===== config.mk =====
export PLATFORM = sky130hd
export DESIGN_NAME = block_spi_master
export DESIGN_NICKNAME = d
export VERILOG_FILES = /design/src/rtl/block_spi_pkg.sv /design/src/rtl/block_spi_sck_gen.sv /design/src/rtl/block_spi_master.sv
export SDC_FILE = /design/constraint.sdc
export NUM_CORES = 1
export LEC_CHECK = 0
export CORE_MARGIN = 4
export CORE_UTILIZATION = 55
export CTS_BUF_LIST = sky130_fd_sc_hd__clkbuf_4 sky130_fd_sc_hd__clkbuf_8
export CTS_CLUSTER_SIZE = 24
export DETAILED_ROUTE_END_ITERATION = 16
export DONT_BUFFER_PORTS = 1
export GPL_ROUTABILITY_DRIVEN = 0
export PLACE_DENSITY = 0.81
export SETUP_SLACK_MARGIN = 0.5
export SYNTH_ARGS = -nofsm -noshare
export SYNTH_HDL_FRONTEND = slang
export SYNTH_HIERARCHICAL = 1
export SYNTH_SLANG_ARGS = --single-unit
export TNS_END_PERCENT = 5

===== constraint.sdc =====
create_clock -name clk -period 2.41 [get_ports clk]
set_input_delay 0.3615 -clock clk [delete_from_list [all_inputs] [get_ports clk]]
set_output_delay 0.3615 -clock clk [all_outputs]
set_load 0.02 [all_outputs]

===== src/rtl/block_spi_pkg.sv =====
// Shared SPI definitions for the address/data register-write link.
// Used by both the master and the slave ends.
package block_spi_pkg;

  typedef enum logic [1:0] {
    IDLE,
    SHIFT,
    HOLD,
    GAP
  } spi_state_e;

  localparam int FRAME_BITS = 16;
  localparam int BYTE_BITS  = 8;

  localparam logic CPOL = 1'b0;
  localparam logic CPHA = 1'b0;

endpackage


===== src/rtl/block_spi_sck_gen.sv =====
// SCK divider: H-cycle phases, one-cycle rise/fall ticks.
// Cleared whenever the enable is low.
module block_spi_sck_gen #(
  parameter int CLK_DIV = 4
) (
  input  logic clk,
  input  logic rst_n,
  input  logic en,
  output logic rise_tick,
  output logic fall_tick,
  output logic phase
);

  localparam int DW = $clog2(CLK_DIV);

  logic [DW-1:0] cnt;
  logic          wrap;

  assign wrap      = en && (cnt == DW'(CLK_DIV - 1));
  assign rise_tick = wrap && !phase;
  assign fall_tick = wrap && phase;

  always_ff @(posedge clk or negedge rst_n) begin
    if (!rst_n) begin
      cnt   <= '0;
      phase <= 1'b0;
    end else if (!en) begin
      cnt   <= '0;
      phase <= 1'b0;
    end else if (wrap) begin
      cnt   <= '0;
      phase <= ~phase;
    end else begin
      cnt <= cnt + 1'b1;
    end
  end

endmodule


===== src/rtl/block_spi_master.sv =====
// SPI mode-0 master: one address byte plus one data byte per frame,
// capturing the MISO byte returned during the data phase.
module block_spi_master
  import block_spi_pkg::*;
#(
  parameter int CLK_DIV = 4,
  parameter int CS_GAP  = 2
) (
  input  logic       clk,
  input  logic       rst_n,
  input  logic       start,
  input  logic [7:0] address_in,
  input  logic [7:0] data_in,
  output logic       busy,
  output logic       done,
  output logic [7:0] data_out,
  output logic       SPI_SCK,
  output logic       SPI_CS,
  output logic       SPI_MOSI,
  input  logic       SPI_MISO
);

  localparam int GW = (CS_GAP > 1) ? $clog2(CS_GAP) : 1;

  spi_state_e state, state_d;

  logic [FRAME_BITS-1:0] sh;
  logic [BYTE_BITS-1:0]  rx;
  logic [4:0]            bit_cnt;
  logic [GW-1:0]         gap_cnt;

  logic sck_en;
  logic rise_tick;
  logic fall_tick;
  logic phase;
  logic last_bit;
  logic gap_end;

  assign sck_en   = (state == SHIFT) || (state == HOLD);
  assign last_bit = bit_cnt == 5'(FRAME_BITS - 1);
  assign gap_end  = gap_cnt == GW'(CS_GAP - 1);
  assign SPI_MOSI = sh[FRAME_BITS-1];

  block_spi_sck_gen #(
    .CLK_DIV(CLK_DIV)
  ) u_sck_gen (
    .clk      (clk),
    .rst_n    (rst_n),
    .en       (sck_en),
    .rise_tick(rise_tick),
    .fall_tick(fall_tick),
    .phase    (phase)
  );

  always_ff @(posedge clk or negedge rst_n) begin
    if (!rst_n) state <= IDLE;
    else        state <= state_d;
  end

  always_comb begin
    state_d = state;
    unique case (state)
      IDLE:  if (start) state_d = SHIFT;
      SHIFT: if (fall_tick && last_bit) state_d = HOLD;
      HOLD:  if (rise_tick) state_d = GAP;
      GAP:   if (gap_end) state_d = IDLE;
      default: state_d = IDLE;
    endcase
  end

  // The HOLD phase reuses the divider: its first rise tick ends it.
  always_ff @(posedge clk or negedge rst_n) begin
    if (!rst_n) begin
      sh       <= '0;
      rx       <= '0;
      bit_cnt  <= '0;
      gap_cnt  <= '0;
      data_out <= '0;
      SPI_CS   <= 1'b1;
      SPI_SCK  <= CPOL;
      busy     <= 1'b0;
      done     <= 1'b0;
    end else begin
      done <= 1'b0;
      unique case (state)
        IDLE: begin
          if (start) begin
            sh      <= {address_in, data_in};
            SPI_CS  <= 1'b0;
            busy    <= 1'b1;
            bit_cnt <= '0;
          end
        end
        SHIFT: begin
          SPI_SCK <= rise_tick | (phase & ~fall_tick);
          if (rise_tick && bit_cnt >= 5'(BYTE_BITS))
            rx <= {rx[BYTE_BITS-2:0], SPI_MISO};
          if (fall_tick) begin
            sh      <= {sh[FRAME_BITS-2:0], 1'b0};
            bit_cnt <= last_bit ? '0 : bit_cnt + 5'd1;
          end
        end
        HOLD: begin
          SPI_SCK <= CPOL;
          if (rise_tick) begin
            SPI_CS   <= 1'b1;
            done     <= 1'b1;
            data_out <= rx;
            gap_cnt  <= '0;
          end
        end
        GAP: begin
          if (gap_end) begin
            busy    <= 1'b0;
            gap_cnt <= '0;
          end else begin
            gap_cnt <= gap_cnt + 1'b1;
          end
        end
        default: ;
      endcase
    end
  end

endmodule


# [Yosys cells after proc, flatten, opt, wreduce, memory -nomap -nowiden]
# Cells that the tools add are included.
[totals] reg_bits=47 in_bits=20 output_inout_bits=13 word_cells=79
[classes] add_sub_neg=3 magnitude_cmp=1 eq_ne=11 mux=28 bitwise=4 reduce_logical=20
[ops] cell="two-way mux 16 bit" n=2
[ops] cell="case mux 16 bit (2 select lines)" n=1
[ops] cell="two-way mux 5 bit" n=3
[ops] cell="two-way mux 2 bit" n=6
[ops] cell="two-way mux 1 bit" n=10
[ops] cell="!= test 2 bit (second input constant)" n=5
[ops] cell="case mux 5 bit (2 select lines)" n=1
[ops] cell="nonzero test 2 bit" n=5
[ops] cell="AND reduction 3 bit" n=3
[ops] cell="case mux 1 bit (2 select lines)" n=4
[ops] cell="case mux 2 bit (4 select lines)" n=1
[ops] cell="equality test 2 bit (second input constant)" n=3
[ops] cell="AND reduction 2 bit" n=3
[ops] cell="adder 5 x 1 -> 5 bit (second input constant)" n=1
[ops] cell="equality test 5 x 4 -> 1 bit (second input constant)" n=1
[ops] cell="greater-or-equal comparator 5 x 4 -> 1 bit (second input constant)" n=1
[ops] cell="logical AND 1 bit" n=5
[ops] cell="AND reduction 4 bit" n=1
[ops] cell="adder 2 x 1 -> 2 bit (second input constant)" n=1
[ops] cell="equality test 2 x 1 -> 1 bit (second input constant)" n=1
[ops] cell="logical NOT 2 bit" n=1
[ops] cell="!= test 2 x 1 -> 1 bit (second input constant)" n=1
[ops] cell="NOT 1 bit" n=2
[ops] cell="adder 1 bit (second input constant)" n=1
[ops] cell="other kinds (4)" n=4

# [Logic depth before layout (Yosys ltp)]
# Gate-level depths: netlist of run 1.
[logic_depth] depth_word=8 depth_mapped=9

# [Hierarchy]
# The synthesis of run 1 kept the hierarchy.
[modules_own_cells] mod="block_spi_master" n_inst=1 cells_each=169 area_each_um2=2031.9
[modules_own_cells] mod="block_spi_sck_gen" n_inst=1 cells_each=11 area_each_um2=135.1

# [Worst setup path after synthesis of run 1]
# No wires, ideal clock.
[synth_path] path_type="reg-to-reg" startpoint="reg state[1]" endpoint="reg state[1]" setup_time_ns=0.125 arrival_time_ns=1.712 t_required_ns=2.285 path_slack_ns=0.573 stages_incl_launch_ff=10 path_buffers=1 synth_period_minus_slack_ns=1.837 path_cell_list="dfrtp_1 > inv_1 > ha_1 > nand2_1 > nor2_1 > buf_4 > inv_2 > a22oi_2 > nand4_2 > mux2_4"
[synth_lines] element="start, declared" line="block_spi_master.sv:25" source="spi_state_e state, state_d;"
[synth_lines] element="start signal, assigned" line="block_spi_master.sv:57" source="else state <= state_d;"
[synth_lines] element="equality test 2 x 1 -> 1 bit or equality test 2 bit (tied branches)" line="block_spi_master.sv:39" source="assign sck_en = (state == SHIFT) || (state == HOLD);"
[synth_lines] element="logical OR 1 bit *" line="block_spi_master.sv:39"
[synth_lines] element="named net sck_en" line="block_spi_master.sv:32" source="logic sck_en;"
[synth_lines] element="logical AND 1 bit *" line="block_spi_sck_gen.sv:19" source="assign wrap = en && (cnt == DW'(CLK_DIV - 1));"
[synth_lines] element="logical AND 1 bit *" line="block_spi_sck_gen.sv:20" source="assign rise_tick = wrap && !phase;"
[synth_lines] element="named net rise_tick" line="block_spi_master.sv:33" source="logic rise_tick;"
[synth_lines] element="!= test 2 bit (no line) *"
[synth_lines] element="AND reduction 4 bit (no line) *"
# The timed path passes the listed nets; every way through them passes the cells marked *.
# A chain may end at the register's enable or synchronous reset.

# [Worst setup path after layout of run 1]
[layout_path] startpoint="reg state[0]" endpoint="reg state[1]"
# The elaborated chain is that of the path after synthesis.

==> results of run 1 <==
## sequential cells by signal, indices dropped and copies added, names as in the netlist, 2 cells and up
name / count
sh: 16
data_out: 8
rx: 8
bit_cnt: 5
state: 2
u_sck_gen/cnt: 2
## power breakdown
part | switching [mW] | leakage [nW] | internal (mW)
combinational | 0.0157 | 0.601 | 0.00783
sequential | 0.000634 | 0.631 | 0.789
clock | 0.246 | 0.0502 | 0.303
## cells in the mapped netlist, drive strengths merged
cell,n
mux2,18
o2111ai,1
nor3b,1
a22o,1
a21boi,1
and2,1
nand3b,2
nand2,26
mux2i,17
and3,1
dfrtp,46
nand4,1
ha,7
buf,6
xnor2,1
dfstp,1
o211a,1
nor2,3
nand3,3
nand2b,3
a21oi,5
and3b,1
o211ai,2
o21ai,21
clkbuf,1
xor2,2
a22oi,1
inv,6
## what timing repair did
item | CTS | global route
resized for setup | 3 | 8
buffers inserted | 3 | 13
endpoints found under the hold margin | 47 | 0
gates cloned | 0 | 0
pin swaps | 2 | 4
endpoints found under the setup margin | 26 | 25
hold buffers | 2 | 0
## cells by family after synthesis
logic type	after synthesis	share of synthesized area [%]
flip-flops	47	54.3
AO/OA/AOI/OAI	33	9.53
buffers and inverters	13	3.52
XOR/XNOR	3	1.21
AND/OR/NAND/NOR	42	9.99
multiplexers	35	17.4
adder cells (fa/ha/maj)	7	4.04
## worst max-delay path, cell delays in order, from the launching register on
cell                      delay, ns
sky130_fd_sc_hd__dfrtp_1       0.37
sky130_fd_sc_hd__inv_2         0.07
sky130_fd_sc_hd__ha_4          0.30
sky130_fd_sc_hd__nand2_2       0.06
sky130_fd_sc_hd__nor2_2        0.13
sky130_fd_sc_hd__buf_6         0.14
sky130_fd_sc_hd__inv_4         0.03
sky130_fd_sc_hd__a22oi_2       0.21
sky130_fd_sc_hd__nand4_2       0.14
sky130_fd_sc_hd__mux2_4        0.32
## metal layers
metal / GRT usage (%) / wire (um) / vias to the layer above
li1: - / - / 667
met1: 20.8 / 1810 / 684
met2: 29.6 / 2120 / 38
met3: 5.54 / 254 / 6
met4: 6.26 / 58 / 0
met5: 0 / 0 / -
## through the flow
step	power, mW	cell area [um^2]	cells	utilization, %	hold slack, ns
floorplan	0.807	2170	180	-	0.0659
global placement	0.807	2200	225	58.9	0.0674
detailed placement	0.808	2200	225	58.9	0.0673
CTS	1.38	2390	237	63.9	0.201
global route	1.41	2510	250	67.1	0.214
finish	1.36	2510	250	67.1	0.208
## final timing paths
check                      endpoint  slack (ns)
setup / recovery           state[1]        0.52
hold / removal                sh[0]        0.21
setup reg to reg           state[1]        0.52
hold reg to reg               sh[0]        0.48
max in group asynchronous    SPI_CS        1.56
min in group asynchronous     sh[8]        0.58
## cell type report
type	count	area, um^2
Timing Repair Buffer	22	203
Fill cell	290	1230
Sequential cell	47	1180
Multi-Input combinational cell	120	940
Tap cell	48	60.1
Clock buffer	5	68.8
Clock inverter	2	37.5
Inverter	6	25.0
==> load_flow_metrics.sql, run 1 <==
INSERT INTO impl_metrics (metric_group, metric, value, unit) VALUES
('status', 'status', 'finished, final reports clean', ''),
('timing', 'setup_violations', '0', ''),
('die', 'initial_core_util', '57.9', '%'),
('clock_network', 'clock_insertion_delay_worst_skew', '0.29', 'ns'),
('worst_setup_path', 'timing.setup.critical_path_class', 'register to register', ''),
('logic_synthesis', 'syn_area_per_cell', '12.0', 'um^2'),
('timing', 'slew_headroom', '67.8', '%'),
('clock_network', 'cts_inserted_buffers', '5', ''),
('grt', 'total_global_routing_track_utilization', '17.4', '%'),
('worst_setup_path', 'worst_setup_path_startpoint', 'state[0]', ''),
('die', 'design.core.area', '3740', 'um^2'),
('logic_synthesis', 'synth-warning-count', '6', ''),
('final_layout', 'most-common-layout-cells', 'sky130_fd_sc_hd__dfrtp_1, sky130_fd_sc_hd__nand2_1, sky130_fd_sc_hd__mux2i_1, sky130_fd_sc_hd__mux2_2', ''),
('final_layout', 'drive_above_1_share', '31.2', '%'),
('worst_setup_path', 'cp-start-kind', 'register', ''),
('timing', 'max_fclk', '0.530', 'GHz'),
('power_and_ir_drop', 'ir_drop', '0.493', 'mV'),
('worst_setup_path', 'r2r_cells', '9', ''),
('grt', 'grt_start_max_net_pins', '48', ''),
('die', 'die-height', '70.8', 'um'),
('power_and_ir_drop', 'power_per_cell_area', '542', 'nW/um^2'),
('timing', 'final.setup.worst_slack', '0.522', 'ns'),
('logic_synthesis', 'net_count_after_synthesis', '207', ''),
('timing', 'final-hold-violation-count', '0', ''),
('min_path', 'hold_depth', '2', ''),
('logic_synthesis', 'post_synth_inst_count', '180', ''),
('logic_synthesis', 'yosys.area.top_type', 'sky130_fd_sc_hd__dfrtp_1', ''),
('timing', 'rsz0062_at_grt', 'yes', ''),
('logic_synthesis', 'netlist-cell-type-count', '36', ''),
('detailed_routing', 'wl_per_cell', '16.9', 'um'),
('placed_design', 'detailedPlacementHpwl', '2810', 'um'),
('clock_network', 'clock_tree.root_cell', 'sky130_fd_sc_hd__clkbuf_8', ''),
('timing', 'max_slew.worst_pin.slew', '0.482', 'ns'),
('detailed_routing', 'via_count', '1395', ''),
('detailed_routing', 'post_drt_via_cell_ratio', '5.58', ''),
('min_path', 'hp-start', 'data_in[0]', ''),
('logic_synthesis', 'synth_largest_type_area_fraction', '53.1', '%'),
('logic_synthesis', 'synth_sequential_area_ratio', '54.3', '%'),
('placed_design', 'number_of_input_and_output_port_buffers_inserted', '0', ''),
('min_path', 'worst_hold_path_type', 'primary input to register', ''),
('worst_setup_path', 'startpoint_of_the_worst_register_to_register_path', 'state[0]', ''),
('logic_synthesis', 'ys_seq_elements', '47', ''),
('timing', 'finalWorstPathRequiredPeriod', '1.89', 'ns'),
('clock_network', 'cts_max_path_buffers', '2', ''),
('clock_network', 'cts_tree', 'built', ''),
('clock_network', 'clkSinkCount', '47', ''),
('timing', 'slew_viol_final', '0', ''),
('detailed_routing', 'drt_iter0_drc', '54', ''),
('die', 'boundaryPins', '33', ''),
('power_and_ir_drop', 'power.static_leakage', '1.28', 'nW'),
('placed_design', 'place_ws', '0.355', 'ns'),
('detailed_routing', 'detail_route.drc_violations', '0', ''),
('worst_setup_path', 'setup.worst_path.end_class', 'register', ''),
('flow_run', 'max_cap_viol_count', '0', ''),
('worst_setup_path', 'critical_path_at', '2.07', 'ns'),
('worst_setup_path', 'crit_path_max_fanout', '6', ''),
('clock_network', 'clk_pin_slew_worst_paths', '0.08', 'ns'),
('clock_network', 'cts_max_level', '2', ''),
('grt', 'gr-total-overflow', '0', ''),
('detailed_routing', 'drtAntennaViolNets', '0', ''),
('worst_setup_path', 'timing.critical_path.required', '2.59', 'ns'),
('final_layout', 'layout_commonest_cell', 'sky130_fd_sc_hd__dfrtp_1', ''),
('detailed_routing', 'finalWirelength', '4240', 'um'),
('final_layout', 'antenna_cells', '0', ''),
('die', 'die_area', '5010', 'um^2'),
('final_layout', 'fin_nets', '229', ''),
('final_layout', 'area_growth_syn_to_layout', '15.9', '%'),
('grt', 'first_global_vias', '1444', ''),
('timing', 'tns', '0', 'ns'),
('die', 'rows', '22', ''),
('logic_synthesis', 'post_synth_main_area_contributors', 'sky130_fd_sc_hd__dfrtp_1, sky130_fd_sc_hd__mux2_2, sky130_fd_sc_hd__mux2i_1, sky130_fd_sc_hd__nand2_1, sky130_fd_sc_hd__ha_1', ''),
('grt', 'grt_first_pass_wirelength', '6950', 'um'),
('timing', 'fin_worst_skew', '0.00750', 'ns'),
('timing', 'min_period_over_period', '78.3', '%'),
('die', 'dieWidth', '70.8', 'um'),
('grt', 'antenna_found_initial', '0', ''),
('logic_synthesis', 'synth.cell_area', '2170', 'um^2'),
('detailed_routing', 'drt-pass1-iter-count', '4', '');
Power figures use the tool's default switching activity.
==> run 2: changes to the inputs <==
- clock period: 2.41 -> 1.95 ns (I/O delays scaled with it)
==> load_flow_metrics.sql, run 2 (synthesis gave the netlist of run 1 again) <==
INSERT INTO impl_metrics (metric_group, metric, value, unit) VALUES
('worst_setup_path', 'critical_path_at', '1.92', 'ns'),
('worst_setup_path', 'cp-start-kind', 'register', ''),
('grt', 'gr-total-overflow', '0', ''),
('grt', 'grt.busiest_layer', 'met2', ''),
('detailed_routing', 'wl_per_cell', '16.0', 'um'),
('worst_setup_path', 'setup.worst_path.end_class', 'register', ''),
('worst_setup_path', 'crit_path_cell_trace', 'inv_2 > ha_4 > nand2_4 > nor2_4 > inv_2 > a22oi_2 > nand4_2 > mux2_4', ''),
('status', 'status', 'finished, final reports clean', ''),
('timing', 'min_period_over_period', '88.9', '%'),
('detailed_routing', 'detail_route.drc_violations', '0', ''),
('power_and_ir_drop', 'totalPowerFinal', '1.61', 'mW'),
('worst_setup_path', 'critical_path.max_stage_delay', '0.38', 'ns'),
('clock_network', 'cts_tree', 'built', ''),
('die', 'die-height', '70.8', 'um'),
('power_and_ir_drop', 'power.static_leakage', '1.29', 'nW'),
('grt', 'grt_first_pass_wirelength', '6480', 'um'),
('clock_network', 'cts_max_path_buffers', '2', ''),
('final_layout', 'fin_nets', '224', ''),
('timing', 'rsz0062_at_grt', 'yes', ''),
('grt', 'use_met3', '6.11', '%'),
('final_layout', 'biggestRegsByFlops', 'sh x16, data_out x8, rx x8', ''),
('die', 'dieWidth', '70.8', 'um'),
('final_layout', 'largest_register_by_flop_count', 'sh', ''),
('min_path', 'worst_hold_path_type', 'primary input to register', ''),
('placed_design', 'detailedPlacementHpwl', '2660', 'um'),
('detailed_routing', 'post_drt_via_cell_ratio', '5.56', ''),
('grt', 'total_global_routing_track_utilization', '16.7', '%'),
('placed_design', 'number_of_input_and_output_port_buffers_inserted', '0', ''),
('timing', 'final-hold-violation-count', '0', ''),
('final_layout', 'layout_commonest_cell', 'sky130_fd_sc_hd__dfrtp_1', ''),
('clock_network', 'clkSinkCount', '47', ''),
('timing', 'setup_violations', '0', ''),
('die', 'boundaryPins', '33', ''),
('clock_network', 'cts_inserted_buffers', '5', ''),
('detailed_routing', 'via_count', '1368', ''),
('final_layout', 'layout.cell_area.non_filler', '2500', 'um^2'),
('die', 'rows', '22', ''),
('clock_network', 'clock_tree.root_cell', 'sky130_fd_sc_hd__clkbuf_8', ''),
('grt', 'antenna_found_initial', '0', ''),
('clock_network', 'clk_pin_slew_worst_paths', '0.08', 'ns'),
('timing', 'finalWorstPathRequiredPeriod', '1.73', 'ns'),
('worst_setup_path', 'crit_path_max_fanout', '5', ''),
('detailed_routing', 'finalWirelength', '3930', 'um'),
('timing', 'slew_viol_final', '0', ''),
('final_layout', 'fillerInstances', '292', ''),
('worst_setup_path', 'worst_path_most_repeated_cell', 'sky130_fd_sc_hd__inv_2', ''),
('final_layout', 'area_growth_syn_to_layout', '15.5', '%'),
('detailed_routing', 'drt_iter0_drc', '33', ''),
('power_and_ir_drop', 'power_per_cell_area', '643', 'nW/um^2'),
('timing', 'max_fclk', '0.577', 'GHz'),
('die', 'design.core.area', '3740', 'um^2'),
('grt', 'met2_usage', '28.3', '%'),
('clock_network', 'cts_max_level', '2', ''),
('placed_design', 'placed_cell_area', '2250', 'um^2'),
('detailed_routing', 'drt-pass1-iter-count', '5', ''),
('grt', 'first_global_vias', '1381', ''),
('final_layout', 'antenna_cells', '0', ''),
('worst_setup_path', 'timing.critical_path.slowest_stage_cell', 'sky130_fd_sc_hd__dfrtp_1', ''),
('timing', 'slew_headroom', '68.1', '%'),
('grt', 'groute.layer.met1.usage', '19.4', '%'),
('die', 'die_area', '5010', 'um^2'),
('worst_setup_path', 'timing.setup.critical_path_class', 'register to register', ''),
('grt', 'grt_start_max_net_pins', '48', ''),
('power_and_ir_drop', 'ir_drop', '0.551', 'mV'),
('worst_setup_path', 'timing.critical_path.required', '2.13', 'ns'),
('timing', 'fin_worst_skew', '0.00236', 'ns'),
('detailed_routing', 'drtAntennaViolNets', '0', ''),
('timing', 'max_slew.worst_pin.slew', '0.477', 'ns'),
('final_layout', 'largest_register_ffs', '16', ''),
('final_layout', 'most-common-layout-cells', 'sky130_fd_sc_hd__dfrtp_1, sky130_fd_sc_hd__nand2_1, sky130_fd_sc_hd__mux2i_1, sky130_fd_sc_hd__mux2_2, sky130_fd_sc_hd__o21ai_0', ''),
('final_layout', 'drive_above_1_share', '30.8', '%'),
('flow_run', 'max_cap_viol_count', '0', ''),
('clock_network', 'clock_insertion_delay_worst_skew', '0.29', 'ns'),
('die', 'initial_core_util', '57.9', '%');
==> run 2: path summary, 6_finish.rpt <==
| kind | startpoint | end | slack, ns | cells past startpoint |
|---|---|---|---|---|
| setup / recovery | state[1] | state[1] | 0.22 | 8 |
| hold / removal | data_in[0] | sh[0] | 0.14 | 2 |
| setup reg to reg | state[1] | state[1] | 0.22 | 8 |
| hold reg to reg | u_sck_gen/cnt[0] | u_sck_gen/cnt[0] | 0.45 | 1 |
| max in group asynchronous | rst_n | SPI_CS | 1.19 | 2 |
| min in group asynchronous | rst_n | sh[12] | 0.50 | 2 |
==> run 2: power by group <==
part / leakage (nW) / internal, mW / switching (mW) / total (mW)
clock: 0.0474 / 0.289 / 0.315 / 0.604
sequential: 0.631 / 0.975 / 0.000926 / 0.976
combinational: 0.608 / 0.00968 / 0.0193 / 0.0290
total: 1.29 / 1.27 / 0.335 / 1.61
==> run 2: repair_timing <==
item | in CTS | in global routing
pin swaps | 2 | 2
endpoints found under the hold margin | 47 | 0
gates resized for setup | 6 | 2
setup buffers | 9 | 3
hold buffers | 2 | 0
setup endpoints to repair | 43 | 42
==> run 2: layout make-up <==
cell class              instances  area [um^2]  share of cell area, %
clock buffers                   6         82.6                   3.30
clock inverters                 2         16.3                  0.650
inverters                       6         22.5                  0.900
multi-input cells             120          965                   38.5
flip-flops and latches         47         1180                   47.1
well taps                      48         60.1                   2.40
repair buffers                 17          179                   7.15
==> run 2: worst max-delay path, delay by kind of cell, from the launching register on <==
kind                     cells  cell delay [ns]
AO/OA/AOI/OAI                1             0.16
adder cells (fa/ha/maj)      1             0.30
AND/OR/NAND/NOR              3             0.32
multiplexers                 1             0.33
buffers and inverters        2             0.12
flip-flops                   1             0.38
==> run 2: per-layer routing <==
metal / up-vias / part of all wire, %
li1: 654 / -
met1: 673 / 40
met2: 36 / 51
met3: 5 / 7.2
met4: 0 / 1.6
met5: - / 0
==> run 2: stage by stage <==
| stage | TNS [ns] | utilization (%) | hold slack (ns) | std cells | setup WS, ns |
|---|---|---|---|---|---|
| 5_1_grt | 0 | 66.8 | 0.131 | 246 | 0.142 |
| 3_5_place_dp | -0.0411 | 60.0 | -0.00184 | 224 | -0.0164 |
| 2_1_floorplan | 0 | - | -0.00309 | 180 | 0.234 |
| 4_1_cts | 0 | 66.0 | 0.133 | 243 | 0.233 |
| 3_3_place_gp | 0 | 60.0 | -0.00158 | 224 | 0.127 |
| 6_report | 0 | 66.8 | 0.137 | 246 | 0.216 |
==> variant 1, RTL diff (settings of run 1) <==
Change the parameter `CS_GAP` from 2 to 1.
--- a/src/rtl/block_spi_master.sv
+++ b/src/rtl/block_spi_master.sv
@@ -4,7 +4,7 @@
   import block_spi_pkg::*;
 #(
   parameter int CLK_DIV = 4,
-  parameter int CS_GAP  = 2
+  parameter int CS_GAP  = 1
 ) (
   input  logic       clk,
   input  logic       rst_n,
Function: same outputs for any inputs over 10 cycles, from zero or initial values and one cycle with rst_n low; that may be too few to reach the edited logic, so the function may still have changed.
==> variant 1 against run 1 <==
First-iteration DRC count grew 56%. Sequential cell count shrank 1. Maximum frequency increased by 1.2%. Setup slack better by 23 ps. Utilization down 3.9 points. Wire length decreased by 14%. Design area fell by 7.9%. Worst hold slack better by 8.4 ps. Synthesized area shrank 3.3%.
Power is not compared: it rests on default switching activity, and its combinational part moved more than twofold at a synthesized area within 25%.
==> variant 1: results (changes against run 1) <==
.. list-table::
   :header-rows: 1

   * - Metric
     - Value
   * - Number of nets produced by synthesis
     - 204 (-1.4%)
   * - Number of buffers added by the clock tree synthesis step
     - 5 (unchanged)
   * - Top register by number of flip-flops
     - sh
   * - Status
     - finished clean
   * - Post-place setup slack
     - 415 ps (+60.5 ps)
   * - Crit-path leading delay family
     - simple AND/OR/NAND/NOR gates
   * - Most used flip-flop cell after synthesis
     - sky130_fd_sc_hd__dfrtp_1
   * - Worst-Skew Late Latency
     - ~300 ps
   * - Antenna diode instance count
     - 0 (unchanged)
   * - Static leakage
     - around 1.1 nW
   * - Crit path max-delay cell type
     - sky130_fd_sc_hd__or4_4
   * - Worst endpoint data arrival time
     - 2090 ps (+20 ps)
   * - Worst-path clk slew
     - around 90 ps
   * - Ranking of synthesized cells by area
     - sky130_fd_sc_hd__dfrtp_1 (54%), sky130_fd_sc_hd__mux2_2 (10%), sky130_fd_sc_hd__mux2i_1 (9.1%)
   * - Worst min-delay path startpoint
     - SPI_MISO
   * - Total overflow reported by the global router
     - 0 (unchanged)
   * - Via count of the first global-routing pass
     - 1356 (-6.1%)
   * - Critical path class
     - reg -> reg
   * - Largest registers ranked by flip-flop count
     - sh (16), data_out (8), rx (8)
   * - Global-route wire length before repair
     - 6190 um (-11%)
   * - Initial antenna violation count
     - 0 (unchanged)
   * - Starting DRC count in detailed routing
     - 84 (+56%)
   * - Fraction of the yosys area taken by sequential cells
     - 55.0% (+0.65 points)
   * - Maximum number of pins on one net before global-route repair
     - 47 (-2.1%)
   * - Number of nets in the layout
     - 210 (-8.3%)
   * - Delay of the slowest cell on the worst path
     - 510 ps (+140 ps)
   * - Clock Skew
     - 6.49 ps (-1.01 ps)
   * - Number of unique standard cell types used by synthesis
     - 30 (-17%)
   * - Number of vias in the routed layout
     - 1287 (-7.7%)
   * - Final-layout fill cell count
     - 292 (+0.69%)
   * - 1st-pass router iterations
     - 5 (+1)
   * - PortBufs
     - 0 (unchanged)
   * - Reg-to-Reg Start
     - state[0]
   * - Global-route usage over all layers
     - 16.0% (-1.4 points)
   * - Half-perimeter wire length after detailed placement
     - 2580 um (-8.3%)
   * - Proportion of layout cells with a drive suffix above 1
     - 23.5% (-7.7 points)
   * - Proportion of synthesized flip-flops having asynchronous set or reset
     - 100% (unchanged)
   * - Leading post-synthesis cells by instance count
     - sky130_fd_sc_hd__dfrtp_1 (45), sky130_fd_sc_hd__nand2_1 (24), sky130_fd_sc_hd__mux2_2 (19), sky130_fd_sc_hd__mux2i_1 (19), sky130_fd_sc_hd__o21ai_0 (16)
   * - Mean routed wirelength per cell
     - 15.8 um (-6.5%)
   * - Transition at the pin with the smallest max-transition slack
     - 475 ps (-6.61 ps)
-- variant 1: cell count changes in the layout (fill, tap and decap cells not counted), sizes merged, moves of 2 or more --
cell | run 1 | this run
mux2i | 17 | 19
inv | 6 | 11
o21ai | 21 | 17
nand2 | 26 | 24
a21oi | 5 | 2
nand3b | 2 | 0
buf | 21 | 5
-- variant 1: cells by family (layout without fill, tap and decap cells) --
| logic type | Yosys count | in the layout | share of synthesized area (%) |
|---|---|---|---|
| compound gates | 28 | 28 | 8.60 |
| buf+inv | 17 | 24 | 3.52 |
| fa+ha+maj | 8 | 8 | 4.78 |
| flops | 46 | 46 | 55.0 |
| xor+xnor | 1 | 1 | 0.418 |
| simple gates | 38 | 38 | 8.42 |
| mux | 38 | 38 | 19.3 |
-- variant 1: layout make-up --
type	count	area share, %
well taps	48	2.60
multi-input cells	113	38.6
clock buffers	5	2.98
flip-flops and latches	46	49.8
repair buffers	6	3.25
clock inverters	3	1.08
inverters	10	1.62
-- variant 1: power by group --
part | switching (W) | internal (W) | leakage [nW]
clock network | 0.000266 | 0.000209 | 0.0447
logic | 0.000514 | 0.000461 | 0.467
registers | 0.000190 | 0.00100 | 0.581
-- variant 1: routing by layer --
metal	wire length (um)	track usage [%]	vias up	part of all wire [%]
li1	-	-	620	-
met2	1870	27.3	34	51
met1	1500	17.9	628	41
met3	232	6.38	5	6.3
met4	55	6.17	0	1.5
met5	0	0	-	0
-- variant 1: worst paths after layout --
check	end	slack (ps)	cells after the start
worst min-delay path	rx[0]	220	1
worst max-delay path	bit_cnt[3]	550	6
worst min register to register	u_sck_gen/cnt[0]	440	1
worst max register to register	bit_cnt[3]	550	6
max in group asynchronous	SPI_CS	1570	2
min in group asynchronous	bit_cnt[4]	580	2
-- variant 1: repair_timing --
item | 4_1_cts | 5_1_grt
setup buffers | 2 | 0
hold buffers | 2 | 0
gates resized for setup | 2 | 2
endpoints found under the hold margin | 46 | 0
endpoints found under the setup margin | 18 | 35
-- variant 1: per-stage QoR --
stage / cells / utilization [%] / power, W / cell area (um^2) / hold slack (ps)
detailed placement: 219 / 58.6 / 0.00211 / 2150 / 67.0
finish: 231 / 63.2 / 0.00264 / 2310 / 217
global route: 231 / 63.2 / 0.00286 / 2310 / 203
global placement: 219 / 58.6 / 0.00203 / 2150 / 67.6
floorplan: 176 / - / 0.00193 / 2110 / 65.9
CTS: 231 / 63.0 / 0.00265 / 2300 / 206
-- variant 1: worst register-to-register path: stages, from the launching register on --
cell,delay [ps]
sky130_fd_sc_hd__dfrtp_1,400
sky130_fd_sc_hd__buf_4,150
sky130_fd_sc_hd__ha_1,290
sky130_fd_sc_hd__mux2i_2,210
sky130_fd_sc_hd__nand2b_4,170
sky130_fd_sc_hd__or4_4,510
sky130_fd_sc_hd__o211ai_2,80
==> variant 2, RTL diff (settings of run 1) <==
Made on the original files. Make the reset (`rst_n`) synchronous in 3 clocked blocks.
--- a/src/rtl/block_spi_sck_gen.sv
+++ b/src/rtl/block_spi_sck_gen.sv
@@ -20,7 +20,7 @@
   assign rise_tick = wrap && !phase;
   assign fall_tick = wrap && phase;
 
-  always_ff @(posedge clk or negedge rst_n) begin
+  always_ff @(posedge clk) begin
     if (!rst_n) begin
       cnt   <= '0;
       phase <= 1'b0;
--- a/src/rtl/block_spi_master.sv
+++ b/src/rtl/block_spi_master.sv
@@ -52,7 +52,7 @@
     .phase    (phase)
   );
 
-  always_ff @(posedge clk or negedge rst_n) begin
+  always_ff @(posedge clk) begin
     if (!rst_n) state <= IDLE;
     else        state <= state_d;
   end
@@ -69,7 +69,7 @@
   end
 
   // The HOLD phase reuses the divider: its first rise tick ends it.
-  always_ff @(posedge clk or negedge rst_n) begin
+  always_ff @(posedge clk) begin
     if (!rst_n) begin
       sh       <= '0;
       rx       <= '0;
Check against the original RTL: differs if rst_n is asserted again (counterexample within 4 cycles, from zero or initial values and one cycle with rst_n low); with rst_n held inactive, the same outputs for 10 cycles.
==> variant 2 against run 1 <==
Wire length shrank 11%. Maximum frequency grew 0.20%. Setup slack gained 3.8 ps. Sequential cell count is the same. Synthesized cell count grew 24%. Clock skew fell by 1.6 ps. Synthesized area stayed put. Count of clock-buffer cells in the layout is 3 higher. Design area decreased by 3.6%. Critical path type unchanged.
Power is not compared: it rests on default switching activity, and its combinational part moved more than twofold at a synthesized area within 25%.
==> variant 2: results (changes against run 1) <==
.. list-table::
   :header-rows: 1

   * - Metric
     - Value
   * - Worst endpoint data arrival time
     - 2100 ps (+30 ps)
   * - Transition at the pin with the smallest max-transition slack
     - 391 ps (-90.8 ps)
   * - Met3 wire len
     - 186 um (-27%)
   * - Via count of the first global-routing pass
     - 1363 (-5.6%)
   * - Reg-to-Reg Start
     - state[0]
   * - Fraction of the yosys area taken by sequential cells
     - 43.4% (-11 points)
   * - R2R depth
     - 7 (-2)
   * - Number of nets in the layout
     - 256 (+12%)
   * - Status
     - finished clean
   * - Max FO, Critical Path
     - 4 (-2)
   * - Clock Skew
     - 5.88 ps (-1.62 ps)
   * - Worst min-delay path startpoint
     - rst_n
   * - Number of nets produced by synthesis
     - 250 (+21%)
   * - Reg-to-reg endpoint
     - state[0]
   * - Ranking of synthesized cells by area
     - sky130_fd_sc_hd__dfxtp_1 (43%), sky130_fd_sc_hd__mux2i_1 (12%), sky130_fd_sc_hd__nand2_1 (7.6%)
   * - Hold_ws
     - 163 ps (-45.7 ps)
   * - Average vias per placed instance
     - 5.41 (-3.0%)
   * - Crit path max-delay cell type
     - sky130_fd_sc_hd__dfxtp_2
   * - PortBufs
     - 0 (unchanged)
   * - Proportion of synthesized flip-flops having asynchronous set or reset
     - 0% (-100 points)
   * - Wire length on met2
     - 1820 um (-14%)
   * - GR Util met3
     - 4.97% (-0.57 points)
   * - Half-perimeter wire length after detailed placement
     - 2560 um (-8.9%)
   * - Mean routed wirelength per cell
     - 13.6 um (-20%)
   * - Routed length on met1
     - 1730 um (-4.0%)
   * - WHS Path Cells
     - 1 (-1)
   * - Number of unique standard cell types used by synthesis
     - 35 (-2.8%)
   * - Global-route usage over all layers
     - 15.1% (-2.3 points)
   * - Final-layout fill cell count
     - 318 (+9.7%)
   * - Proportion of layout cells with a drive suffix above 1
     - 15.7% (-16 points)
   * - Crit-path leading delay family
     - simple AND/OR/NAND/NOR gates
   * - Maximum number of pins on one net before global-route repair
     - 49 (+2.1%)
   * - Met1 GRT Util
     - 18.1% (-2.7 points)
   * - Met2 track demand over resource
     - 25.2% (-4.3 points)
   * - Leading post-synthesis cells by instance count
     - sky130_fd_sc_hd__dfxtp_1 (47), sky130_fd_sc_hd__nand2_1 (44), sky130_fd_sc_hd__mux2i_1 (26)
   * - Number of post-CTS setup repair buffers
     - 0 (-3)
   * - Starting DRC count in detailed routing
     - 100 (+85%)
   * - End point of the most critical hold path
     - SPI_CS
==> variant 2: final cells by class <==
class	count	area, um^2	share of cell area, %
well taps	48	60.1	2.48
repair buffers	12	110	4.55
multi-input cells	160	1190	49.1
flip-flops and latches	47	946	39.1
inverters	3	11.3	0.465
clock buffers	8	104	4.29
==> variant 2: logic make-up after synthesis <==
logic type,count (synthesis),synth area share [%]
buffers and inverters,16,3.35
adder cells (fa/ha/maj),7,4.04
AO/OA/AOI/OAI,41,15.2
XOR/XNOR,3,1.21
flip-flops,47,43.4
AND/OR/NAND/NOR,83,20.7
multiplexers,26,12.0
==> variant 2: through the flow <==
step | setup WS, ps | area, um^2 | instances | total power (W) | util, %
detailed placement | 373 | 2190 | 261 | 0.00185 | 58.5
global route | 446 | 2420 | 278 | 0.00270 | 64.6
CTS | 429 | 2300 | 269 | 0.00236 | 61.5
finish | 526 | 2420 | 278 | 0.00252 | 64.6
floorplan | 607 | 2170 | 223 | 0.00173 | -
global placement | 466 | 2190 | 261 | 0.00183 | 58.5
==> variant 2: how the worst max path moves through the flow <==
stage               startpoint  cells after the start  endpoint  slack (ps)
floorplan             state[0]                      7  state[0]         610
global placement      state[0]                      7  state[0]         470
detailed placement    state[0]                      7     rx[4]         370
CTS                   state[0]                      7  state[0]         430
global route          state[0]                      7  state[0]         450
finish                state[0]                      7  state[0]         530
==> variant 2: power groups by stage <==
| stage | Sequential, W | Combinational [W] | Clock (W) |
|---|---|---|---|
| after global routing | 0.00108 | 0.00106 | 0.000559 |
| after floorplan | 0.00105 | 0.000680 | 0 |
| after global placement | 0.00107 | 0.000754 | 0 |
| final | 0.00106 | 0.000951 | 0.000506 |
| after CTS | 0.00106 | 0.000774 | 0.000527 |
| after detailed placement | 0.00108 | 0.000769 | 0 |
